`config.mk`:
```
export PLATFORM = sky130hd
export DESIGN_NAME = mem_port_arbiter
export DESIGN_NICKNAME = d
export VERILOG_FILES = /design/src/rtl/mem_port_arbiter.sv
export SDC_FILE = /design/constraint.sdc
export NUM_CORES = 1
export LEC_CHECK = 0
export CAP_MARGIN = 20
export CORE_MARGIN = 2
export CORE_UTILIZATION = 35
export DETAILED_ROUTE_END_ITERATION = 8
export PLACE_DENSITY = 0.72
export SETUP_SLACK_MARGIN = 0.5
export SYNTH_ARGS = -nofsm -noshare
export SYNTH_HDL_FRONTEND = slang
export SYNTH_SLANG_ARGS = --single-unit
```
`constraint.sdc`:
```
create_clock -name clk -period 5.15 [get_ports clk]
set_input_delay 1.03 -clock clk [delete_from_list [all_inputs] [get_ports clk]]
set_output_delay 1.03 -clock clk [all_outputs]
set_load 0.01 [all_outputs]
```
`src/rtl/mem_port_arbiter.sv`:
```
// Shares one data-memory port between the CPU MEM stage and the sprite engine.
// CPU has priority; a starvation counter lets a long-waiting sprite request win.
module mem_port_arbiter #(
   parameter int ADDR_W       = 22,
   parameter int DATA_W       = 32,
   parameter int STARVE_LIMIT = 8,
   parameter int CNT_W        = 4
) (
   input  logic              clk,
   input  logic              rst_n,
   input  logic              i_hlt,
   input  logic              i_cpu_re,
   input  logic              i_cpu_we,
   input  logic [ADDR_W-1:0] i_cpu_addr,
   input  logic [DATA_W-1:0] i_cpu_wdata,
   output logic [DATA_W-1:0] o_cpu_rdata,
   output logic              o_cpu_stall,
   input  logic              i_spr_req,
   input  logic [ADDR_W-1:0] i_spr_addr,
   output logic              o_spr_gnt,
   output logic [DATA_W-1:0] o_spr_rdata,
   output logic              o_spr_valid,
   output logic              o_mem_re,
   output logic              o_mem_we,
   output logic [ADDR_W-1:0] o_mem_addr,
   output logic [DATA_W-1:0] o_mem_wdata,
   input  logic [DATA_W-1:0] i_mem_rdata,
   input  logic              i_mem_ready
);

   typedef enum logic [1:0] {IDLE, CPU_ACC, SPR_ACC} state_t;

   localparam logic [CNT_W-1:0] LP_LIMIT = CNT_W'(STARVE_LIMIT);

   state_t            r_state;
   state_t            w_state_next;
   logic              w_cpu_req;
   logic              w_starved;
   logic              w_cpu_win;
   logic              w_spr_win;
   logic              w_done;
   logic [CNT_W-1:0]  r_starve_cnt;
   logic              r_cpu_done;
   logic              r_mem_re;
   logic              r_mem_we;
   logic [ADDR_W-1:0] r_mem_addr;
   logic [DATA_W-1:0] r_mem_wdata;
   logic [DATA_W-1:0] r_cpu_rdata;
   logic [DATA_W-1:0] r_spr_rdata;
   logic              r_spr_gnt;
   logic              r_spr_valid;

   assign w_cpu_req   = (i_cpu_re | i_cpu_we) & ~i_hlt;
   assign w_starved   = (r_starve_cnt >= LP_LIMIT);
   assign w_done      = (r_state != IDLE) & i_mem_ready;
   assign o_cpu_stall = (i_cpu_re | i_cpu_we) & ~r_cpu_done;

   assign o_cpu_rdata = r_cpu_rdata;
   assign o_spr_gnt   = r_spr_gnt;
   assign o_spr_rdata = r_spr_rdata;
   assign o_spr_valid = r_spr_valid;
   assign o_mem_re    = r_mem_re;
   assign o_mem_we    = r_mem_we;
   assign o_mem_addr  = r_mem_addr;
   assign o_mem_wdata = r_mem_wdata;

   always_ff @(posedge clk or negedge rst_n) begin
      if (!rst_n) r_state <= IDLE;
      else        r_state <= w_state_next;
   end

   // No arbitration in the cpu_done cycle: the pipeline has not advanced yet.
   always_comb begin
      w_state_next = r_state;
      w_cpu_win    = 1'b0;
      w_spr_win    = 1'b0;
      case (r_state)
         IDLE: begin
            if (!r_cpu_done) begin
               if (i_spr_req && (!w_cpu_req || w_starved)) begin
                  w_spr_win    = 1'b1;
                  w_state_next = SPR_ACC;
               end else if (w_cpu_req) begin
                  w_cpu_win    = 1'b1;
                  w_state_next = CPU_ACC;
               end
            end
         end
         CPU_ACC, SPR_ACC: begin
            if (i_mem_ready) w_state_next = IDLE;
         end
         default: w_state_next = IDLE;
      endcase
   end

   always_ff @(posedge clk or negedge rst_n) begin
      if (!rst_n) begin
         r_starve_cnt <= '0;
         r_cpu_done   <= 1'b0;
         r_mem_re     <= 1'b0;
         r_mem_we     <= 1'b0;
         r_mem_addr   <= '0;
         r_mem_wdata  <= '0;
         r_cpu_rdata  <= '0;
         r_spr_rdata  <= '0;
         r_spr_gnt    <= 1'b0;
         r_spr_valid  <= 1'b0;
      end else begin
         r_spr_gnt   <= w_spr_win;
         r_spr_valid <= 1'b0;
         r_cpu_done  <= 1'b0;

         if (w_cpu_win) begin
            r_mem_we    <= i_cpu_we;
            r_mem_re    <= i_cpu_re & ~i_cpu_we;
            r_mem_addr  <= i_cpu_addr;
            r_mem_wdata <= i_cpu_wdata;
         end else if (w_spr_win) begin
            r_mem_re   <= 1'b1;
            r_mem_we   <= 1'b0;
            r_mem_addr <= i_spr_addr;
         end else if (w_done) begin
            r_mem_re <= 1'b0;
            r_mem_we <= 1'b0;
         end

         if (w_done && r_state == CPU_ACC) begin
            r_cpu_done <= 1'b1;
            if (r_mem_re) r_cpu_rdata <= i_mem_rdata;
         end
         if (w_done && r_state == SPR_ACC) begin
            r_spr_rdata <= i_mem_rdata;
            r_spr_valid <= 1'b1;
         end

         // Counter restarts once the sprite has actually been accepted.
         if (r_spr_gnt)
            r_starve_cnt <= '0;
         else if (i_spr_req && r_state != SPR_ACC && r_starve_cnt != '1)
            r_starve_cnt <= r_starve_cnt + 1'b1;
      end
   end

endmodule
```
==> results.ini <==
[final_layout]
final_cell_mix = clkdlybuf4s50_1 (236), dfrtp_1 (129), mux2_2 (68)
instances_no_fill = 778
diodes = 0
final_common_cell = clkdlybuf4s50_1
drive_gt1_frac = 0.234
fin_nets = 701
fillers = 1195
area_growth_pct = 60.3

[place]
place_congestion = 0.840
port_buffers = 237
dpl.hpwl_um = 9770
dpl.cell_count = 746

[die]
ioPinCount = 238
die_area_um2 = 16100
std_cell_rows = 44
core-area_um2 = 14600
start_util = 0.362
die_w_um = 127
die_h_um = 127

[setup_path]
slowest_delay_ns = 0.55
critPathSlowestCell = clkdlybuf4s50_1
crit_path_end_kind = output pin
critPathLaunchType = primary input
cp_num_buf_inv = 2
critPathKind = in -> out
arrival_ns = 2.23
worstPathRequired_ns = 4.12
cp_cell_sequence = clkdlybuf4s50_1 > nor2_1 > nor2_1 > clkdlybuf4s50_1
path_delay_family = buffers and inverters
crit_fanout = 3

[sta]
fin_skew_ns = 0.00818
slew_viol_final = 0
setup_viol = 0
slew-limit-headroom = 0.311
fmax_mhz = 307
min_period_ns = 3.26
period_share = 0.633
tightest_slew_ns = 1.03
setup_tns_ns = 0
finalHoldViolCount = 0
rsz0062_at_grt = no

[grt]
antenna_found_initial = 0
grt_pass1_wl_um = 22300
grt_start_max_net_pins = 56
grt.total_usage = 0.176
grt_pass1_vias = 4201
grt_overflow_total = 0

[cts]
clock_latency_ns = 0.41
cts_max_level = 4
postCtsSetupRepairBufs = 0
cts-root-buf = clkbuf_16
cts_tree = yes
numCtsBuffers = 17
numClockSinks = 129
holdBufCountCts = 0
cts_resized = 0
clk_pin_slew_ns = 0.05
clk_path_buf_depth = 2

[yosys]
yosys_warnings = 0
synth_compound_area_frac = 0.0595
synthAdderAreaFrac = 0.0118
synth_top_family_by_area = multiplexers
synth-seq-area-share = 0.609
synth-simple-area-share = 0.0633
syn_area_um2 = 5300
synth.area.mux_share = 0.229
ys_types = 31
synth_xor_area_frac = 0
syn_nets = 462
avgSynthCellArea_um2 = 15.5
synth_seq_cells = 129
syn_inst = 342

[run_status]
status = complete, no violations

[drt]
viasPerCell = 5.04
ant_nets = 0
drt_iter0_drc = 204
wl_um = 13900
routedWlPerCell_um = 17.9
drc = 0
drtPass1Iterations = 4
routed-via-count = 3924

[flow_run]
cap_violations = 0

[pwr]
vdd_drop_max_v = 0.000380
p_leak_nw = 3.68
p_total_mw = 5.33
power_density_nw_per_um2 = 627

[hold_path]
hold_class = reg -> reg

-- final timing paths --
path | slack, ns | to | depth (start not counted) | start
min | 0.50 | o_cpu_rdata[17]$_DFFE_PN0P_ | 1 | o_cpu_rdata[17]$_DFFE_PN0P_
min reg2reg | 0.50 | o_cpu_rdata[17]$_DFFE_PN0P_ | 1 | o_cpu_rdata[17]$_DFFE_PN0P_
max | 1.89 | o_cpu_stall | 4 | i_cpu_we
max reg2reg | 2.15 | o_mem_wdata[16]$_DFFE_PN0N_ | 5 | r_state[0]$_DFFE_PN0P_
max in group asynchronous | 3.50 | o_mem_addr[5]$_DFFE_PN0P_ | 2 | rst_n
min in group asynchronous | 0.57 | o_mem_addr[11]$_DFFE_PN0P_ | 1 | rst_n
-- Yosys cell counts --
cell       instances  share of area
mux2_2            68           0.14
inv_1              7         0.0050
and4b_1            1         0.0019
buf_6              4         0.0085
nor2_1             4         0.0028
mux2_4            29          0.082
buf_2              7         0.0066
ha_1               5          0.012
clkbuf_1           7         0.0050
a31o_2             1         0.0017
o21bai_1           1         0.0014
a211oi_1           1         0.0014
nor3_1             2         0.0019
dfrtp_1          129           0.61
o2111a_1           1         0.0021
o2bb2ai_1          1         0.0017
nor4b_1           23          0.038
a31oi_1            1         0.0012
a21oi_1            2         0.0019
nor2b_1            4         0.0047
a41oi_1            1         0.0017
nand2_1            2         0.0014
mux2i_1            1         0.0019
nand3_1            2         0.0019
a221o_1           23          0.043
or3_1              1         0.0012
and2_1             2         0.0024
buf_1              4         0.0028
a22o_1             1         0.0017
nand2b_1           6         0.0071
a21o_1             1         0.0014
-- cell type report --
| type | count | area (um^2) | area share |
|---|---|---|---|
| timing repair buffer | 242 | 2410 | 0.283 |
| tap | 184 | 230 | 0.0271 |
| multi-input combinational | 184 | 1930 | 0.228 |
| clock inverter | 12 | 204 | 0.0240 |
| inverter | 7 | 26.3 | 0.00309 |
| sequential | 129 | 3230 | 0.380 |
| clock buffer | 20 | 467 | 0.0549 |
-- registers in the layout, summed over array words and instances (netlist names) --
signal	flops
r_state	2
o_mem_wdata	32
o_mem_we	1
o_mem_re	1
o_spr_rdata	32
o_spr_valid	1
o_cpu_rdata	32
o_spr_gnt	1
r_starve_cnt	4
o_mem_addr	22
r_cpu_done	1
-- routing by layer --
layer  wire (um)  GRT usage
met1        5510      0.209
met2        6860      0.297
met3        1240     0.0657
met4         308     0.0595
met5           0          0
-- cell families (layout without fill, tap and decap cells) --
logic type | Yosys count | count (layout)
AO/OA/AOI/OAI | 34 | 34
AND/OR/NAND/NOR | 47 | 47
multiplexers | 98 | 98
adder cells (fa/ha/maj) | 5 | 5
buffers and inverters | 29 | 281
flip-flops | 129 | 129
-- worst reg2reg max path, delay by kind of cell, from the launching register on --
kind                     cells  cell delay (ns)
flip-flops                   1             0.41
adder cells (fa/ha/maj)      1             0.26
multiplexers                 1             0.47
AND/OR/NAND/NOR              2             1.65
buffers and inverters        1             0.10
-- report_power, final --
| part | total [mW] | switching [mW] | internal (mW) |
|---|---|---|---|
| combinational | 2.21 | 0.830 | 1.38 |
| sequential | 1.77 | 0.276 | 1.50 |
| clock | 1.34 | 0.440 | 0.900 |
| total | 5.33 | 1.55 | 3.78 |
-- through the flow --
stage,setup WS (ns),util,cell area [um^2],hold slack [ns]
after floorplan,2.80,-,5300,0.484
after global routing,1.87,0.580,8500,0.511
final,1.89,0.580,8500,0.501
after detailed placement,1.73,0.534,7830,0.490
after CTS,1.89,0.580,8500,0.505
after global placement,1.80,0.534,7830,0.487
Note: power is estimated with default switching activity, not from simulation.
